==> src/rtl/mem_arbiter.sv <==
// Arbiter and access sequencer sharing one single-port synchronous RAM between
// the instruction-fetch port and the load/store port.
module mem_arbiter #(
  parameter int ADDR_W = 11,
  parameter int DATA_W = 32
) (
  input  logic              clk,
  input  logic              rst_n,
  input  logic              fetch_req,
  input  logic [ADDR_W-1:0] fetch_addr,
  output logic [DATA_W-1:0] fetch_rdata,
  output logic              fetch_valid,
  input  logic              data_req,
  input  logic              data_we,
  input  logic [ADDR_W-1:0] data_addr,
  input  logic [DATA_W-1:0] data_wdata,
  output logic [DATA_W-1:0] data_rdata,
  output logic              data_valid,
  output logic [ADDR_W-1:0] mem_addr,
  output logic [DATA_W-1:0] mem_wdata,
  output logic              mem_wren,
  input  logic [DATA_W-1:0] mem_q,
  output logic              busy
);

  typedef enum logic [1:0] {
    ST_IDLE   = 2'd0,
    ST_ACCESS = 2'd1,
    ST_WAIT   = 2'd2,
    ST_RESP   = 2'd3
  } state_t;

  localparam logic PORT_FETCH = 1'b0;
  localparam logic PORT_DATA  = 1'b1;

  state_t            state_r;
  state_t            state_s;
  logic              grant_r;
  logic              last_grant_r;
  logic              write_r;
  logic              take_s;
  logic              pick_data_s;
  logic [ADDR_W-1:0] mem_addr_r;
  logic [DATA_W-1:0] mem_wdata_r;
  logic              mem_wren_r;
  logic [DATA_W-1:0] fetch_rdata_r;
  logic [DATA_W-1:0] data_rdata_r;
  logic              fetch_valid_r;
  logic              data_valid_r;
  logic              busy_r;

  // Next-state and arbitration; in RESP only the other port may be granted
  always_comb begin
    state_s     = state_r;
    take_s      = 1'b0;
    pick_data_s = 1'b0;
    case (state_r)
      ST_IDLE: begin
        if (fetch_req || data_req) begin
          take_s      = 1'b1;
          pick_data_s = data_req && (!fetch_req || (last_grant_r == PORT_FETCH));
          state_s     = ST_ACCESS;
        end else begin
          state_s = ST_IDLE;
        end
      end
      ST_ACCESS: begin
        if (write_r) begin
          state_s = ST_RESP;
        end else begin
          state_s = ST_WAIT;
        end
      end
      ST_WAIT: begin
        state_s = ST_RESP;
      end
      ST_RESP: begin
        if (grant_r == PORT_DATA) begin
          if (fetch_req) begin
            take_s      = 1'b1;
            pick_data_s = 1'b0;
            state_s     = ST_ACCESS;
          end else begin
            state_s = ST_IDLE;
          end
        end else begin
          if (data_req) begin
            take_s      = 1'b1;
            pick_data_s = 1'b1;
            state_s     = ST_ACCESS;
          end else begin
            state_s = ST_IDLE;
          end
        end
      end
      default: begin
        state_s = ST_IDLE;
      end
    endcase
  end

  // State, grant bookkeeping and busy flag
  always_ff @(posedge clk or negedge rst_n) begin
    if (!rst_n) begin
      state_r      <= ST_IDLE;
      grant_r      <= PORT_FETCH;
      last_grant_r <= PORT_FETCH;
      write_r      <= 1'b0;
      busy_r       <= 1'b0;
    end else begin
      state_r <= state_s;
      busy_r  <= (state_s != ST_IDLE);
      if (take_s) begin
        grant_r      <= pick_data_s;
        last_grant_r <= pick_data_s;
        write_r      <= pick_data_s && data_we;
      end
    end
  end

  // RAM-side registers: loaded at grant, write enable lasts only for ACCESS
  always_ff @(posedge clk or negedge rst_n) begin
    if (!rst_n) begin
      mem_addr_r  <= '0;
      mem_wdata_r <= '0;
      mem_wren_r  <= 1'b0;
    end else begin
      if (take_s) begin
        if (pick_data_s) begin
          mem_addr_r  <= data_addr;
          mem_wdata_r <= data_wdata;
          mem_wren_r  <= data_we;
        end else begin
          mem_addr_r <= fetch_addr;
          mem_wren_r <= 1'b0;
        end
      end else begin
        mem_wren_r <= 1'b0;
      end
    end
  end

  // Read capture into the granted port and completion pulses
  always_ff @(posedge clk or negedge rst_n) begin
    if (!rst_n) begin
      fetch_rdata_r <= '0;
      data_rdata_r  <= '0;
      fetch_valid_r <= 1'b0;
      data_valid_r  <= 1'b0;
    end else begin
      if (state_r == ST_WAIT) begin
        if (grant_r == PORT_DATA) begin
          data_rdata_r <= mem_q;
        end else begin
          fetch_rdata_r <= mem_q;
        end
      end
      fetch_valid_r <= (state_s == ST_RESP) && (grant_r == PORT_FETCH);
      data_valid_r  <= (state_s == ST_RESP) && (grant_r == PORT_DATA);
    end
  end

  assign mem_addr    = mem_addr_r;
  assign mem_wdata   = mem_wdata_r;
  assign mem_wren    = mem_wren_r;
  assign fetch_rdata = fetch_rdata_r;
  assign data_rdata  = data_rdata_r;
  assign fetch_valid = fetch_valid_r;
  assign data_valid  = data_valid_r;
  assign busy        = busy_r;

endmodule

==> config.mk <==
export PLATFORM = sky130hd
export DESIGN_NAME = mem_arbiter
export DESIGN_NICKNAME = d
export VERILOG_FILES = /design/src/rtl/mem_arbiter.sv
export SDC_FILE = /design/constraint.sdc
export NUM_CORES = 1
export LEC_CHECK = 0
export CORE_MARGIN = 8
export CORE_UTILIZATION = 40
export CTS_BUF_LIST = sky130_fd_sc_hd__clkbuf_4 sky130_fd_sc_hd__clkbuf_8
export CTS_CLUSTER_DIAMETER = 120
export DETAILED_ROUTE_END_ITERATION = 10
export GPL_TIMING_DRIVEN = 0
export PLACE_DENSITY = 0.77
export REMOVE_ABC_BUFFERS = 1
export SLEW_MARGIN = 10
export SYNTH_ARGS = -nofsm -noshare
export SYNTH_HDL_FRONTEND = slang
export SYNTH_SLANG_ARGS = --single-unit
==> constraint.sdc <==
create_clock -name clk -period 6.3 [get_ports clk]
set_clock_uncertainty 0.2 [all_clocks]
set_input_delay 1.26 -clock clk [delete_from_list [all_inputs] [get_ports clk]]
set_output_delay 1.26 -clock clk [all_outputs]
set_load 0.02 [all_outputs]
==> impl_metrics.json, run 1 <==
{
  "antenna_found_initial": 0,
  "die_h_um": 122,
  "cts_sinks": 115,
  "grt_overflow": 0,
  "worstSkewPairLatency_ps": 410,
  "required_ps": 6380,
  "vias": 3087,
  "holdBufCountCts": 0,
  "drtIter0Drc": 128,
  "grt_use_total_pct": 16.1,
  "vdd_drop_max_uv": 316,
  "drt_wl_total_mm": 11.9,
  "drc": 0,
  "drtPass1Iterations": 4,
  "cts.repair.resized": 0,
  "status": "completed",
  "placed_cells": 615,
  "cts_tree": "yes",
  "fin_cells": 645,
  "worst_pin_slew_ps": 813,
  "ioPinCount": 202,
  "finalHoldViolCount": 0,
  "vias_per_cell": 4.79,
  "comb_power_share_pct": 50.8,
  "final_common_cell": "clkdlybuf4s50_1",
  "p_int_mw": 2.62,
  "grt_pass1_wl_mm": 18.3,
  "core_um2": 10900,
  "crit_arrival_ps": 3160,
  "power_density_nw_per_um2": 575,
  "cts_setup_buffers": 0,
  "final.period_utilization_pct": 48.9,
  "grt_max_degree": 61,
  "start_util_pct": 41.1,
  "syn_area_um2": 4470,
  "fp-row-count": 38,
  "slowest_stage": "a21oi_4",
  "min_path_type": "flop to flop",
  "rsz0062_at_grt": "no",
  "leakagePower_nw": 3.06,
  "cpPeakStageDelay_ps": 540,
  "cp_cell_sequence": "clkdlybuf4s50_1, a21bo_2, a21oi_4, buf_12, mux2_2",
  "final_max_slew_viol_count": 0,
  "htree_num_levels": 4,
  "wire_per_inst_um": 18.5,
  "ys_ff_latch": 115,
  "netSwitchingFraction_pct": 35.7,
  "n_antenna_cell": 0,
  "io_buffer_count": 201,
  "cts-buffers-inserted": 17,
  "synth_cells": 284,
  "die_w_um": 122,
  "cts_root_buffer": "clkbuf_8",
  "relSlewSlack_pct": 45.6,
  "start_kind": "input port",
  "path_clk_slew_ps": 60,
  "synth_cell_type_count": 25,
  "power_mw": 4.07,
  "criticalPathCategory": "input port to flop",
  "avgSynthCellArea_um2": 15.8,
  "drive_above_1_share_pct": 21.2,
  "power_frac_seq_pct": 32.3,
  "timing.fmax_mhz": 325,
  "fin_util_pct": 65.0,
  "ys_seq_area_share_pct": 64.3,
  "first_global_vias": 3405,
  "ant_nets": 0,
  "cp-end-kind": "flop",
  "power.net_switching_mw": 1.45,
  "die_area_um2": 14800,
  "cap_violations": 0,
  "timing.final.crit_period_ps": 3080,
  "num-nets-final": 590,
  "hold_slack_ps": 285,
  "gp_congestion": 0.732,
  "clock_tree.buffer_depth": 2,
  "hpwl_mm": 9.23,
  "path_max_fanout": 27,
  "setup_violations": 0,
  "synthToLayoutAreaGrowth_pct": 58.1,
  "final_cell_mix": "200 x clkdlybuf4s50_1, 115 x dfrtp_1, 67 x mux2_2, 30 x mux2_1, 19 x clkbuf_8",
  "power_frac_clock_pct": 16.9,
  "synth_warnings": 0
}
-- logic make-up (layout without fill, tap and decap cells) --
family | count (synthesis) | in the layout | synth area share [%]
multiplexers | 108 | 108 | 26.9
adder cells (fa/ha/maj) | 5 | 5 | 1.40
buffers and inverters | 26 | 247 | 2.80
AO/OA/AOI/OAI | 20 | 20 | 3.30
AND/OR/NAND/NOR | 10 | 10 | 1.29
flip-flops | 115 | 115 | 64.3
-- per-stage QoR --
stage / cell area (um^2) / TNS, ps / setup slack [ps]
6_report: 7070 / 0 / 3220
4_1_cts: 7070 / 0 / 3220
2_1_floorplan: 4400 / 0 / 3320
3_5_place_dp: 6670 / 0 / 2780
3_3_place_gp: 6580 / -66340 / -582
5_1_grt: 7070 / 0 / 3160
-- Yosys cell counts (all sizes together) --
cell type  count  area, um^2
and3b          1        8.76
a21o           3        22.5
and3           1        6.26
a21oi          1        16.3
and2           1        6.26
nand2b         2        12.5
nand2          2        7.51
clkbuf         2        7.51
mux2i         11         110
buf           11        68.8
mux2          97        1090
or2            1        6.26
o21ai          1        5.00
a22oi          1        7.51
o22ai         11        68.8
ha             5        62.6
a21bo          2        20.0
dfrtp        115        2880
nor2b          1        6.26
nor2           1        3.75
a211oi         1        7.51
inv           13        48.8
-- path summary, 6_finish.rpt --
kind | from | cells past startpoint | slack (ps) | end
max in group asynchronous | rst_n | 2 | 4620 | mem_addr[2]$_DFFE_PN0P_
min in group asynchronous | rst_n | 1 | 600 | data_rdata[26]$_DFFE_PN0P_
setup reg to reg | state_r[0]$_DFF_PN0_ | 6 | 3780 | mem_wdata[17]$_DFFE_PN0P_
hold / removal | mem_wdata[7]$_DFFE_PN0P_ | 1 | 290 | mem_wdata[7]$_DFFE_PN0P_
setup / recovery | fetch_req | 5 | 3220 | mem_wdata[17]$_DFFE_PN0P_
hold reg to reg | mem_wdata[7]$_DFFE_PN0P_ | 1 | 290 | mem_wdata[7]$_DFFE_PN0P_
-- power by group through the flow --
stage / Sequential, mW / Combinational, mW / Clock (mW)
finish: 1.32 / 2.07 / 0.687
global route: 1.36 / 2.19 / 0.742
CTS: 1.32 / 2.11 / 0.711
detailed placement: 1.33 / 2.10 / 0
global placement: 1.30 / 2.05 / 0
floorplan: 1.76 / 0.617 / 0
-- state kept, by name (all words and copies together) (netlist names) --
signal        flops
busy              1
data_rdata       32
data_valid        1
fetch_rdata      32
fetch_valid       1
last_grant_r      1
mem_addr         11
mem_wdata        32
mem_wren          1
state_r           2
write_r           1
-- metal layers --
metal,up-vias,global-route usage [%],wire (um)
met4,0,5.24,138
met3,10,7.08,946
met2,102,28.8,6500
met5,-,0,0
li1,1415,-,-
met1,1560,16.4,4350
-- layout make-up --
type	count	area, um^2
clock inverters	10	134
fillers	847	3810
flip-flops and latches	115	2880
well taps	140	175
inverters	13	48.8
clock buffers	20	269
repair buffers	204	2090
multi-input cells	143	1480
-- critical path, delay by kind of cell --
| kind | cells | cell delay, ps |
|---|---|---|
| compound gates | 2 | 810 |
| buf+inv | 2 | 730 |
| mux | 1 | 350 |
Note: power is estimated with default switching activity, not from simulation.
==> inputs of run 2 (changes only) <==
Clock period 6.3 ns to 3 ns, I/O delays scaled along.
==> run 2 against run 1 <==
Routed wire length increased by 0.40%. Combinational power grew 110%. Setup slack worse by 2700 ps. Final area rose by 0.14%. Critical endpoint unchanged. Highest routed layer unchanged.
==> impl_metrics.json, run 2 (synthesis gave the netlist of run 1 again) <==
{
  "status": "completed",
  "crit_arrival_ps": 2610,
  "cts_tree": "yes",
  "power_mw": 8.55,
  "cap_violations": 0,
  "power_density_nw_per_um2": 1210,
  "antenna_found_initial": 0,
  "die_area_um2": 14800,
  "fp-row-count": 38,
  "worst_pin_slew_ps": 811,
  "dp_slack_ps": 138,
  "grt_overflow": 0,
  "power_frac_seq_pct": 32.3,
  "setup_violations": 0,
  "slowest_stage": "a21oi_4",
  "final_common_cell": "clkdlybuf4s50_1",
  "core_um2": 10900,
  "io_buffer_count": 201,
  "vdd_drop_max_uv": 664,
  "worstSkewPairLatency_ps": 410,
  "power_frac_clock_pct": 16.9,
  "power.net_switching_mw": 3.05,
  "comb_power_share_pct": 50.8,
  "die_h_um": 122,
  "cts.repair.resized": 0,
  "gp_congestion": 0.732,
  "hold_slack_ps": 285,
  "num-nets-final": 591,
  "criticalPathCategory": "flop to flop",
  "final.period_utilization_pct": 84.2,
  "path_clk_slew_ps": 60,
  "drt_wl_total_mm": 12.0,
  "fin_tns_setup_ps": 0,
  "n_antenna_cell": 0,
  "wire_per_inst_um": 18.5,
  "start_kind": "flop",
  "htree_num_levels": 4,
  "drtPass1Iterations": 4,
  "cp-end-kind": "flop",
  "cts_setup_buffers": 0,
  "cp_cell_sequence": "inv_1, ha_1, nand2b_1, a21oi_4, buf_12, mux2_2",
  "grt_max_degree": 61,
  "path_max_fanout": 27,
  "holdBufCountCts": 1,
  "cpPeakStageDelay_ps": 520,
  "cts_sinks": 115,
  "grt_use_total_pct": 16.2,
  "p_int_mw": 5.50,
  "n_fill_cell": 846,
  "leakagePower_nw": 3.07,
  "min_path_type": "flop to flop",
  "netSwitchingFraction_pct": 35.7,
  "final_max_slew_viol_count": 0,
  "clock_tree.buffer_depth": 2,
  "drtIter0Drc": 133,
  "drive_above_1_share_pct": 21.1,
  "cts_root_buffer": "clkbuf_8",
  "rsz0062_at_grt": "no",
  "grt_pass1_wl_mm": 18.4,
  "first_global_vias": 3417,
  "hpwl_mm": 9.23,
  "start_util_pct": 41.1,
  "ioPinCount": 202,
  "synthToLayoutAreaGrowth_pct": 58.3,
  "vias_per_cell": 4.79,
  "timing.final.crit_period_ps": 2520,
  "cts-buffers-inserted": 17,
  "ant_nets": 0,
  "setup_ws_ps": 475,
  "ff2ff_setup_slack_ps": 480,
  "finalHoldViolCount": 0,
  "final_cell_mix": "200 x clkdlybuf4s50_1, 115 x dfrtp_1, 67 x mux2_2, 30 x mux2_1, 19 x clkbuf_8",
  "required_ps": 3090,
  "vias": 3095,
  "timing.fmax_mhz": 396,
  "die_w_um": 122,
  "relSlewSlack_pct": 45.7,
  "drc": 0,
  "fin_util_pct": 65.1
}
## run 2: critical path, delay by kind of cell, from the launching register on
family | cells | cell delay (ps)
AO/OA/AOI/OAI | 1 | 520
AND/OR/NAND/NOR | 1 | 200
multiplexers | 1 | 350
buffers and inverters | 2 | 370
adder cells (fa/ha/maj) | 1 | 370
flip-flops | 1 | 400
## run 2: routing by layer
metal / wire, um / global-route usage, % / vias to the layer above
met2: 6510 / 28.9 / 105
li1: - / - / 1417
met5: 0 / 0 / -
met1: 4350 / 16.4 / 1561
met4: 165 / 5.55 / 0
met3: 954 / 7.13 / 12
## run 2: metrics by stage
stage | area (um^2) | instances
finish | 7080 | 646
global route | 7080 | 646
CTS | 7080 | 646
detailed placement | 6670 | 615
global placement | 6580 | 612
floorplan | 4400 | 271
## run 2: final timing paths
| check | depth (start not counted) | endpoint | start |
|---|---|---|---|
| setup / recovery | 6 | mem_wdata[17]$_DFFE_PN0P_ | state_r[0]$_DFF_PN0_ |
| max in group asynchronous | 3 | mem_addr[2]$_DFFE_PN0P_ | rst_n |
| setup reg to reg | 6 | mem_wdata[17]$_DFFE_PN0P_ | state_r[0]$_DFF_PN0_ |
| hold reg to reg | 1 | mem_wdata[7]$_DFFE_PN0P_ | mem_wdata[7]$_DFFE_PN0P_ |
| min in group asynchronous | 2 | data_rdata[26]$_DFFE_PN0P_ | rst_n |
| hold / removal | 1 | mem_wdata[7]$_DFFE_PN0P_ | mem_wdata[7]$_DFFE_PN0P_ |
## run 2: area by class of cell
type | count | area, um^2 | area share, %
Inverter | 13 | 48.8 | 0.689
Tap cell | 140 | 175 | 2.47
Timing Repair Buffer | 205 | 2100 | 29.6
Multi-Input combinational cell | 143 | 1480 | 20.9
Sequential cell | 115 | 2880 | 40.6
Clock inverter | 10 | 134 | 1.89
Clock buffer | 20 | 269 | 3.80
## run 2: power by group through the flow
| stage | clock, mW | combinational (mW) | sequential (mW) |
|---|---|---|---|
| 2_1_floorplan | 0 | 1.30 | 3.69 |
| 3_3_place_gp | 0 | 4.30 | 2.73 |
| 3_5_place_dp | 0 | 4.41 | 2.79 |
| 4_1_cts | 1.49 | 4.43 | 2.77 |
| 5_1_grt | 1.56 | 4.60 | 2.86 |
| 6_report | 1.44 | 4.34 | 2.76 |
==> inputs of run 3 (changes only) <==
Settings changed: CORE_UTILIZATION 40 to 39, PLACE_DENSITY 0.77 to 0.79.
Clock period 3 ns to 2.1 ns, I/O delays scaled along.
==> run 3 against run 2 <==
Count of clock-buffer cells in the layout up 5. Global-route usage up 0.83 points. Sequential power up 43%. Register-to-register slack worse by 410 ps. Combinational power up 51%. Cell count up 2.2%. Total power up 45%. First-iteration DRC count up 25%. Routed wire length up 5.2%. Critical path type unchanged. Critical endpoint is now mem_wdata[29]$_DFFE_PN0P_. Highest routed layer unchanged.
==> impl_metrics.json, run 3 (synthesis gave the netlist of run 1 again) <==
{
  "drtPass1Iterations": 4,
  "vdd_drop_max_uv": 843,
  "cap_violations": 0,
  "start_util_pct": 39.5,
  "fin_util_pct": 63.8,
  "drc": 0,
  "clock_tree.buffer_depth": 2,
  "grt_busiest_layer": "met2",
  "ant_nets": 0,
  "timing.final.crit_period_ps": 2030,
  "final_max_slew_viol_count": 0,
  "final_common_cell": "clkdlybuf4s50_1",
  "cpPeakStageDelay_ps": 400,
  "hold_slack_ps": 266,
  "leakagePower_nw": 3.14,
  "power_density_nw_per_um2": 1720,
  "power_mw": 12.4,
  "first_global_vias": 3595,
  "start_kind": "flop",
  "criticalPathCategory": "flop to flop",
  "drtIter0Drc": 166,
  "finalHoldViolCount": 0,
  "num-nets-final": 602,
  "wire_per_inst_um": 19.1,
  "synthToLayoutAreaGrowth_pct": 61.5,
  "cts-buffers-inserted": 17,
  "grt_overflow": 0,
  "crit_arrival_ps": 2130,
  "die_area_um2": 15200,
  "min_path_type": "input port to async pin",
  "path_max_fanout": 12,
  "grt_pass1_wl_mm": 19.5,
  "n_antenna_cell": 0,
  "vias_per_cell": 4.81,
  "relSlewSlack_pct": 65.0,
  "fin_tns_setup_ps": 0,
  "cts_root_buffer": "clkbuf_8",
  "worst_pin_slew_ps": 525,
  "worstSkewPairLatency_ps": 420,
  "final_cell_mix": "199 x clkdlybuf4s50_1, 115 x dfrtp_1, 67 x mux2_2, 30 x mux2_1, 22 x clkbuf_8",
  "status": "completed",
  "slowest_stage": "dfrtp_1",
  "core_um2": 11300,
  "die_h_um": 123,
  "die_w_um": 123,
  "dp_slack_ps": -879,
  "required_ps": 2200,
  "use_met1_pct": 17.6,
  "timing.fmax_mhz": 492,
  "io_buffer_count": 201,
  "setup_ws_ps": 66.9,
  "fp-row-count": 39,
  "grt.met3_usage_pct": 7.35,
  "final.period_utilization_pct": 96.8,
  "drt_wl_total_mm": 12.6,
  "path_clk_slew_ps": 60,
  "antenna_found_initial": 0,
  "drive_above_1_share_pct": 23.6,
  "gp_congestion": 0.724,
  "cts_tree": "yes",
  "cts_sinks": 115,
  "ioPinCount": 202,
  "grt_use_met2_pct": 29.7,
  "cp_cell_sequence": "inv_1, ha_2, nand2b_4, a21oi_4, buf_12, mux2_1",
  "vias": 3172,
  "htree_num_levels": 4,
  "grt_use_total_pct": 17.0,
  "setup_violations": 0,
  "grt_max_degree": 74,
  "cp-end-kind": "flop",
  "hpwl_mm": 8.92
}
==> run 3: final cells by class <==
class,instances,area (um^2)
repair buffers,213,2200
multi-input cells,146,1550
flip-flops and latches,115,2880
inverters,13,48.8
fillers,852,4100
clock inverters,5,50.0
clock buffers,25,325
well taps,143,179
==> run 3: through the flow <==
step,instance area [um^2],std cells
2_1_floorplan,4400,271
3_3_place_gp,6590,615
3_5_place_dp,6670,618
4_1_cts,7210,659
5_1_grt,7230,660
6_report,7230,660
==> run 3: worst paths after layout <==
kind	slack (ps)	endpoint	cells after the start	startpoint
min in group clk	280	mem_wdata[1]$_DFFE_PN0P_	1	mem_wdata[1]$_DFFE_PN0P_
max	70	mem_wdata[29]$_DFFE_PN0P_	6	state_r[1]$_DFF_PN0_
min reg2reg	280	mem_wdata[1]$_DFFE_PN0P_	1	mem_wdata[1]$_DFFE_PN0P_
min	270	data_rdata[12]$_DFFE_PN0P_	2	rst_n
max in group asynchronous	740	mem_addr[5]$_DFFE_PN0P_	3	rst_n
max reg2reg	70	mem_wdata[29]$_DFFE_PN0P_	6	state_r[1]$_DFF_PN0_
==> run 3: critical path, delay by kind of cell (launching register included) <==
family / cells / cell delay (ps)
muxes: 1 / 330
and+or+nand+nor: 1 / 220
adders and majority gates: 1 / 320
AOI/OAI and AO/OA: 1 / 170
buffers and inverters: 2 / 280
DFF: 1 / 400
==> run 3: routing by layer <==
| layer | wire (um) | vias to the layer above |
|---|---|---|
| met5 | 0 | - |
| met4 | 160 | 0 |
| met3 | 1160 | 12 |
| met2 | 6900 | 107 |
| met1 | 4380 | 1614 |
| li1 | - | 1439 |
==> run 3: what timing repair did <==
item                                   CTS  global route
buffers inserted                         7             1
endpoints found under the hold margin   42             0
setup endpoints to repair               46            50
resized for setup                        6             4
hold buffers                             1             0
cloned                                   3             0
==> run 3: where the power goes <==
group	switching (mW)	total (mW)	internal (mW)
registers	0.573	3.94	3.37
clock network	0.811	1.92	1.11
logic	3.11	6.54	3.42
